## src/rtl/mem_arb_pkg.sv

```systemverilog
// Shared types and default widths for the instruction/data memory port arbiter.
// Also used by the ARB_STARVE_GUARD_EN build of mem_port_arbiter.
package mem_arb_pkg;

   localparam int DEF_ADDR_W = 10;
   localparam int DEF_DATA_W = 32;

   typedef enum logic [1:0] {
      OWN_NONE = 2'd0,
      OWN_INST = 2'd1,
      OWN_DATA = 2'd2
   } owner_e;

endpackage

```

## src/rtl/mem_port_arbiter_if.sv

```systemverilog
// Request, response and memory-side signals of the shared memory port arbiter.
// slave = arbiter view; master = requesters plus the memory array.
interface mem_port_arbiter_if
   import mem_arb_pkg::*;
#(
   parameter int ADDR_W = DEF_ADDR_W,
   parameter int DATA_W = DEF_DATA_W
);

   logic              i_req;
   logic [ADDR_W-1:0] i_addr;
   logic              i_gnt;
   logic              i_rvalid;
   logic [DATA_W-1:0] i_rdata;

   logic              d_req;
   logic              d_we;
   logic [ADDR_W-1:0] d_addr;
   logic [DATA_W-1:0] d_wdata;
   logic              d_gnt;
   logic              d_rvalid;
   logic [DATA_W-1:0] d_rdata;

   logic              mem_en;
   logic              mem_we;
   logic [ADDR_W-1:0] mem_addr;
   logic [DATA_W-1:0] mem_wdata;
   logic [DATA_W-1:0] mem_rdata;

   modport slave (
      input  i_req, i_addr, d_req, d_we, d_addr, d_wdata, mem_rdata,
      output i_gnt, i_rvalid, i_rdata, d_gnt, d_rvalid, d_rdata,
      output mem_en, mem_we, mem_addr, mem_wdata
   );

   modport master (
      output i_req, i_addr, d_req, d_we, d_addr, d_wdata, mem_rdata,
      input  i_gnt, i_rvalid, i_rdata, d_gnt, d_rvalid, d_rdata,
      input  mem_en, mem_we, mem_addr, mem_wdata
   );

endinterface

```

## src/rtl/arb_starve_ctr.sv

```systemverilog
// Counts contended data grants while a fetch waits; raises force_i once the
// fetch has lost STARVE_MAX times in a row. Used only with ARB_STARVE_GUARD_EN.
module arb_starve_ctr #(
   parameter int unsigned STARVE_MAX = 4
) (
   input  logic clk,
   input  logic rst,
   input  logic i_req,
   input  logic i_gnt,
   input  logic d_gnt,
   output logic force_i
);

   localparam logic [3:0] LIMIT = 4'(STARVE_MAX);

   logic [3:0] count_q, count_d;

   always_comb begin
      count_d = count_q;
      if (!i_req || i_gnt) begin
         count_d = '0;
      end else if (d_gnt) begin
         count_d = count_q + 4'd1;
      end
   end

   always_ff @(posedge clk) begin
      if (rst) begin
         count_q <= '0;
      end else begin
         count_q <= count_d;
      end
   end

   // Only a registered compare feeds the grant logic, so there is no comb loop.
   assign force_i = (count_q == LIMIT);

endmodule

```

## src/rtl/mem_port_arbiter.sv

```systemverilog
// Shares one single-ported memory between fetch and load/store; data wins ties.
// Define ARB_STARVE_GUARD_EN to bound fetch stall to STARVE_MAX lost cycles.
module mem_port_arbiter
  import mem_arb_pkg::*;
#(
  parameter int unsigned STARVE_MAX = 4
) (
  input logic               clk,
  input logic               rst,
  mem_port_arbiter_if.slave bus
);

  logic   force_i;
  logic   i_gnt, d_gnt;
  owner_e resp_owner_q, resp_owner_d;
  logic   store_q, store_d;

`ifdef ARB_STARVE_GUARD_EN
  arb_starve_ctr #(
    .STARVE_MAX (STARVE_MAX)
  ) u_starve_ctr (
    .clk     (clk),
    .rst     (rst),
    .i_req   (bus.i_req),
    .i_gnt   (i_gnt),
    .d_gnt   (d_gnt),
    .force_i (force_i)
  );
`else
  assign force_i = 1'b0;
`endif

  always_comb begin
    // NOTE: every signal gets a default first so no path through this block infers a latch.
    i_gnt         = 1'b0;
    d_gnt         = 1'b0;
    bus.mem_en    = 1'b0;
    bus.mem_we    = 1'b0;
    bus.mem_addr  = '0;
    bus.mem_wdata = '0;
    resp_owner_d  = OWN_NONE;
    store_d       = 1'b0;

    if (!rst) begin
      if (bus.i_req && (!bus.d_req || force_i)) begin
        i_gnt = 1'b1;
      end else if (bus.d_req) begin
        d_gnt = 1'b1;
      end
    end

    if (d_gnt) begin
      bus.mem_en    = 1'b1;
      bus.mem_we    = bus.d_we;
      bus.mem_addr  = bus.d_addr;
      bus.mem_wdata = bus.d_wdata;
      resp_owner_d  = OWN_DATA;
      store_d       = bus.d_we;
    end else if (i_gnt) begin
      bus.mem_en    = 1'b1;
      bus.mem_addr  = bus.i_addr;
      resp_owner_d  = OWN_INST;
    end
  end

  always_ff @(posedge clk) begin
    // NOTE: non-blocking assignments so each flop samples pre-edge values whatever the block order.
    if (rst) begin
      resp_owner_q <= OWN_NONE;
      store_q      <= 1'b0;
    end else begin
      resp_owner_q <= resp_owner_d;
      store_q      <= store_d;
    end
  end

  assign bus.i_gnt = i_gnt;
  assign bus.d_gnt = d_gnt;

  // Gating with rst drops a response whose reset lands in the response cycle.
  assign bus.i_rvalid = !rst && (resp_owner_q == OWN_INST);
  assign bus.d_rvalid = !rst && (resp_owner_q == OWN_DATA);
  assign bus.i_rdata  = bus.i_rvalid ? bus.mem_rdata : '0;
  assign bus.d_rdata  = (bus.d_rvalid && !store_q) ? bus.mem_rdata : '0;

endmodule
```

## src/flat_wrapper.sv

```systemverilog
// flat-port wrapper written by rule: the top's interface ports become plain ports
module mem_port_arbiter_flat import mem_arb_pkg::*;
#(
  parameter int unsigned STARVE_MAX = 4
)
  (clk, rst, bus_i_req, bus_i_addr, bus_d_req, bus_d_we, bus_d_addr, bus_d_wdata, bus_mem_rdata, bus_i_gnt, bus_i_rvalid, bus_i_rdata, bus_d_gnt, bus_d_rvalid, bus_d_rdata, bus_mem_en, bus_mem_we, bus_mem_addr, bus_mem_wdata);
  mem_port_arbiter_if bus_i ();
  input logic clk;
  input logic rst;
  input wire logic [$bits(bus_i.i_req)-1:0] bus_i_req;
  input wire logic [$bits(bus_i.i_addr)-1:0] bus_i_addr;
  input wire logic [$bits(bus_i.d_req)-1:0] bus_d_req;
  input wire logic [$bits(bus_i.d_we)-1:0] bus_d_we;
  input wire logic [$bits(bus_i.d_addr)-1:0] bus_d_addr;
  input wire logic [$bits(bus_i.d_wdata)-1:0] bus_d_wdata;
  input wire logic [$bits(bus_i.mem_rdata)-1:0] bus_mem_rdata;
  output wire logic [$bits(bus_i.i_gnt)-1:0] bus_i_gnt;
  output wire logic [$bits(bus_i.i_rvalid)-1:0] bus_i_rvalid;
  output wire logic [$bits(bus_i.i_rdata)-1:0] bus_i_rdata;
  output wire logic [$bits(bus_i.d_gnt)-1:0] bus_d_gnt;
  output wire logic [$bits(bus_i.d_rvalid)-1:0] bus_d_rvalid;
  output wire logic [$bits(bus_i.d_rdata)-1:0] bus_d_rdata;
  output wire logic [$bits(bus_i.mem_en)-1:0] bus_mem_en;
  output wire logic [$bits(bus_i.mem_we)-1:0] bus_mem_we;
  output wire logic [$bits(bus_i.mem_addr)-1:0] bus_mem_addr;
  output wire logic [$bits(bus_i.mem_wdata)-1:0] bus_mem_wdata;
  assign bus_i.i_req = bus_i_req;
  assign bus_i.i_addr = bus_i_addr;
  assign bus_i.d_req = bus_d_req;
  assign bus_i.d_we = bus_d_we;
  assign bus_i.d_addr = bus_d_addr;
  assign bus_i.d_wdata = bus_d_wdata;
  assign bus_i.mem_rdata = bus_mem_rdata;
  assign bus_i_gnt = bus_i.i_gnt;
  assign bus_i_rvalid = bus_i.i_rvalid;
  assign bus_i_rdata = bus_i.i_rdata;
  assign bus_d_gnt = bus_i.d_gnt;
  assign bus_d_rvalid = bus_i.d_rvalid;
  assign bus_d_rdata = bus_i.d_rdata;
  assign bus_mem_en = bus_i.mem_en;
  assign bus_mem_we = bus_i.mem_we;
  assign bus_mem_addr = bus_i.mem_addr;
  assign bus_mem_wdata = bus_i.mem_wdata;
  mem_port_arbiter #(.STARVE_MAX(STARVE_MAX)) u_core (.clk(clk), .rst(rst), .bus(bus_i));
endmodule
```

## config.mk

```make
export PLATFORM = sky130hd
export DESIGN_NAME = mem_port_arbiter_flat
export DESIGN_NICKNAME = d
export VERILOG_FILES = /design/src/rtl/mem_arb_pkg.sv /design/src/rtl/mem_port_arbiter_if.sv /design/src/rtl/arb_starve_ctr.sv /design/src/rtl/mem_port_arbiter.sv /design/src/flat_wrapper.sv
export SDC_FILE = /design/constraint.sdc
export NUM_CORES = 1
export LEC_CHECK = 0
export ABC_AREA = 0
export BUFFER_PORTS_ARGS = -buffer_cell sky130_fd_sc_hd__buf_2
export CAP_MARGIN = 20
export CORE_MARGIN = 8
export CORE_UTILIZATION = 26
export DETAILED_ROUTE_END_ITERATION = 8
export GPL_TIMING_DRIVEN = 0
export PLACE_DENSITY = 0.8
export SYNTH_ARGS = -nofsm -noshare
export SYNTH_HDL_FRONTEND = slang
export SYNTH_SLANG_ARGS = --single-unit
export TNS_END_PERCENT = 10
```

## constraint.sdc

```tcl
create_clock -name clk -period 1.29 [get_ports clk]
set_input_delay 0.129 -clock clk [delete_from_list [all_inputs] [get_ports clk]]
set_output_delay 0.129 -clock clk [all_outputs]
set_load 0.05 [all_outputs]
```

==> summary.md <==
| Metric | Value |
|---|---|
| Failing checks | `setup timing` |
| Critical path's slowest cell | `or3b_4` |
| Cell count after synthesis | `~170` |
| Data arrival, critical path | `between 1 and 1.5 ns` |
| Congestion Overflow GR | `0` |
| Int Pwr | `roughly 0.70 mW` |
| Setup TNS | `-13.46 ns` |
| CP Cell Sequence | `or3b_4 -> buf_6 -> buf_12 -> nor2_4 -> buf_8` |
| # Max-Cap Violations | `0` |
| Final worst slack | `-0.307 ns` |
| Worst Path Max Fanout | `10` |
| Switch share | `0.507` |
| Async set-or-reset flop fraction in the synthesized netlist | `0` |
| P&R area growth vs syn | `173%` |
| Clock network fraction of total power | `0.192` |
| Max VDD drop | `343 uV` |
| Primary FF master, synth | `dfxtp_1` |
| Area of the core | `3970 um2` |
| Die W | `roughly 80 um` |
| Slew @ Worst Pin | `0.377 ns` |
| Area post-placement | `between 2000 and 2500 um2` |
| TritonRoute pass-1 iters | `4` |
| Initial Util | `0.267` |
| # IOs | `about 200` |
| PD cells | `a little under 500 nW/um2` |
| Dpl hpwl | `between 5000 and 6000 um` |
| Worst setup SP type | `register` |
| Drt wl/cell | `around 17 um` |
| Initial drt markers | `49` |
| WP data required | `between 1 and 1.5 ns` |
| Max-slew violations | `0` |
| CTS tree | `done` |
| Share of cells above drive strength 1 | `0.677` |
| Max stage delay on crit path | `0.37 ns` |
| Avg Synthesized Cell Area | `just over 6 um2` |
| RSZ-0062 raised after global routing | `true` |
| Post-synth EDFFs | `0` |
| GR Util All Layers | `0.194` |
| First-pass GRT wire length | `10100 um` |
| Post-route non-filler standard cell count | `approximately 430` |
| Psw | `just over 0.7 mW` |
| Full die area | `6380 um2` |
| Fmax | `roughly 630 MHz` |
| # rows | `23` |
| Vias in the first global route | `between 2000 and 2500` |
| Seq pwr share | `0.070` |
| Post-synth net total | `between 200 and 300` |
| Drt total wl | `7300 um` |
| WHS | `about 0.13 ns` |
| Fin. Hold Viols | `0` |
| Slew HR | `0.749` |
| Sequential share of the synthesized area | `0.0566` |
| Detail Route Antenna Nets | `0` |
| Post-synth top area cell | `and2_1` |
| Antenna violations before repair | `0` |
| Port Buffer Count | `200` |
| Register bit total from synthesis | `3` |
| GP Congestion | `between 0.8 and 0.9` |
| Diodes inserted | `0` |
| Largest cells by area after synthesis | `and2_1 21%, nand2b_1 19%, nor2_2 18%` |
| DIE HEIGHT | `79.9 um` |
| Period minus WS final | `1.60 ns` |
| Max clock buf depth | `2` |
| Worst setup EP type | `output port` |
| CP Class | `reg2out` |
| Cell variety after synth | `12` |
| Final Util | `0.730` |
| Vias per cell | `between 4 and 5` |
| Largest net degree at the start of global routing | `11` |
| Placed insts | `around 420` |
| Worst hold path class | `in2reg` |
| Clk sinks | `3` |
| Post-route DRC | `0` |
| Mapped Area | `1060 um2` |
| Count leader, synth | `nor2_1` |
| Post-route cell area | `2900 um2` |
| Most frequent cells after synthesis | `38 x nor2_1, 36 x and2_1, 33 x nand2b_1` |
| Fill cell count | `around 280` |
| Root Buffer | `clkbuf_8` |
| Final net count | `roughly 470` |
| Lkg Pwr | `about 1.5 nW` |
| Synth warn | `0` |
| Status | `complete, but fails checks` |
| Tcrit/Tclk final | `1.24` |
| Hold_buf cts | `0` |
| Routed via count | `around 2000` |
| Final setup viols | `between 60 and 70` |
| Clk pin slew, worst setup/hold paths | `around 0.03 ns` |
| Comb pwr share | `0.738` |
| Post-synth top area share | `0.212` |
| CTS Buf Count | `3` |
| H-tree depth | `1` |
## layer usage
layer  part of all wire  track usage  vias up
met4              0.016       0.0564        0
li1                   -            -      955
met2               0.54        0.391      137
met5                  0            0        -
met3               0.13       0.0721       12
met1               0.31        0.169      900
## kinds of logic after synthesis
family | count (synthesis) | synth area share
AOI/OAI and AO/OA | 10 | 0.0943
buffers and inverters | 19 | 0.104
DFF | 3 | 0.0566
and+or+nand+nor | 141 | 0.745
## through the flow
step	worst slack [ns]	power, mW
global route	-0.346	1.49
detailed placement	-0.259	0.966
floorplan	-0.261	0.697
CTS	-0.305	1.35
global placement	-0.232	0.954
finish	-0.307	1.42
## critical path, delay by kind of cell, from the launching register on
kind / cells / cell delay (ns)
buf+inv: 3 / 0.45
flops: 1 / 0.32
simple gates: 2 / 0.47
## final cells by class
| cell class | instances | area, um2 | share of cell area |
|---|---|---|---|
| buffer | 18 | 170 | 0.0587 |
| clock buffer | 4 | 45.0 | 0.0155 |
| sequential | 3 | 61.3 | 0.0212 |
| tap | 50 | 62.6 | 0.0216 |
| multi-input combinational | 151 | 1030 | 0.356 |
| timing repair buffer | 202 | 1530 | 0.527 |
## cells in the final DEF (no fill, tap or decap), drive strengths merged
cell and instances:
buf 215, and2 36, dfxtp 3, a32o 10
clkbuf 9, nor2 68, nor2b 2, or3b 1
nor3b 1, nand2b 33
## worst paths after layout
check / start / endpoint / slack (ns) / cells past startpoint
max: u_core.resp_owner_q[0] / bus_d_rdata[2] / -0.31 / 5
min: bus_d_we / u_core.store_q / 0.13 / 2
## power groups by stage
stage | sequential (mW) | combinational (mW) | clock (mW)
6_report | 0.100 | 1.05 | 0.273
5_1_grt | 0.101 | 1.10 | 0.284
4_1_cts | 0.100 | 0.970 | 0.280
3_5_place_dp | 0.101 | 0.865 | 0
3_3_place_gp | 0.101 | 0.853 | 0
2_1_floorplan | 0.100 | 0.596 | 0
## flip-flops by register name, indices dropped and copies added (netlist names)
| signal | count |
|---|---|
| u_core.resp_owner_q | 2 |
| u_core.store_q | 1 |
## timing repair
action / in CTS / in global routing
pin swaps: 1 / 0
setup endpoints to repair: 107 / 107
setup buffers: 0 / 2
resized for setup: 161 / 67
Power figures use the tool's default switching activity.
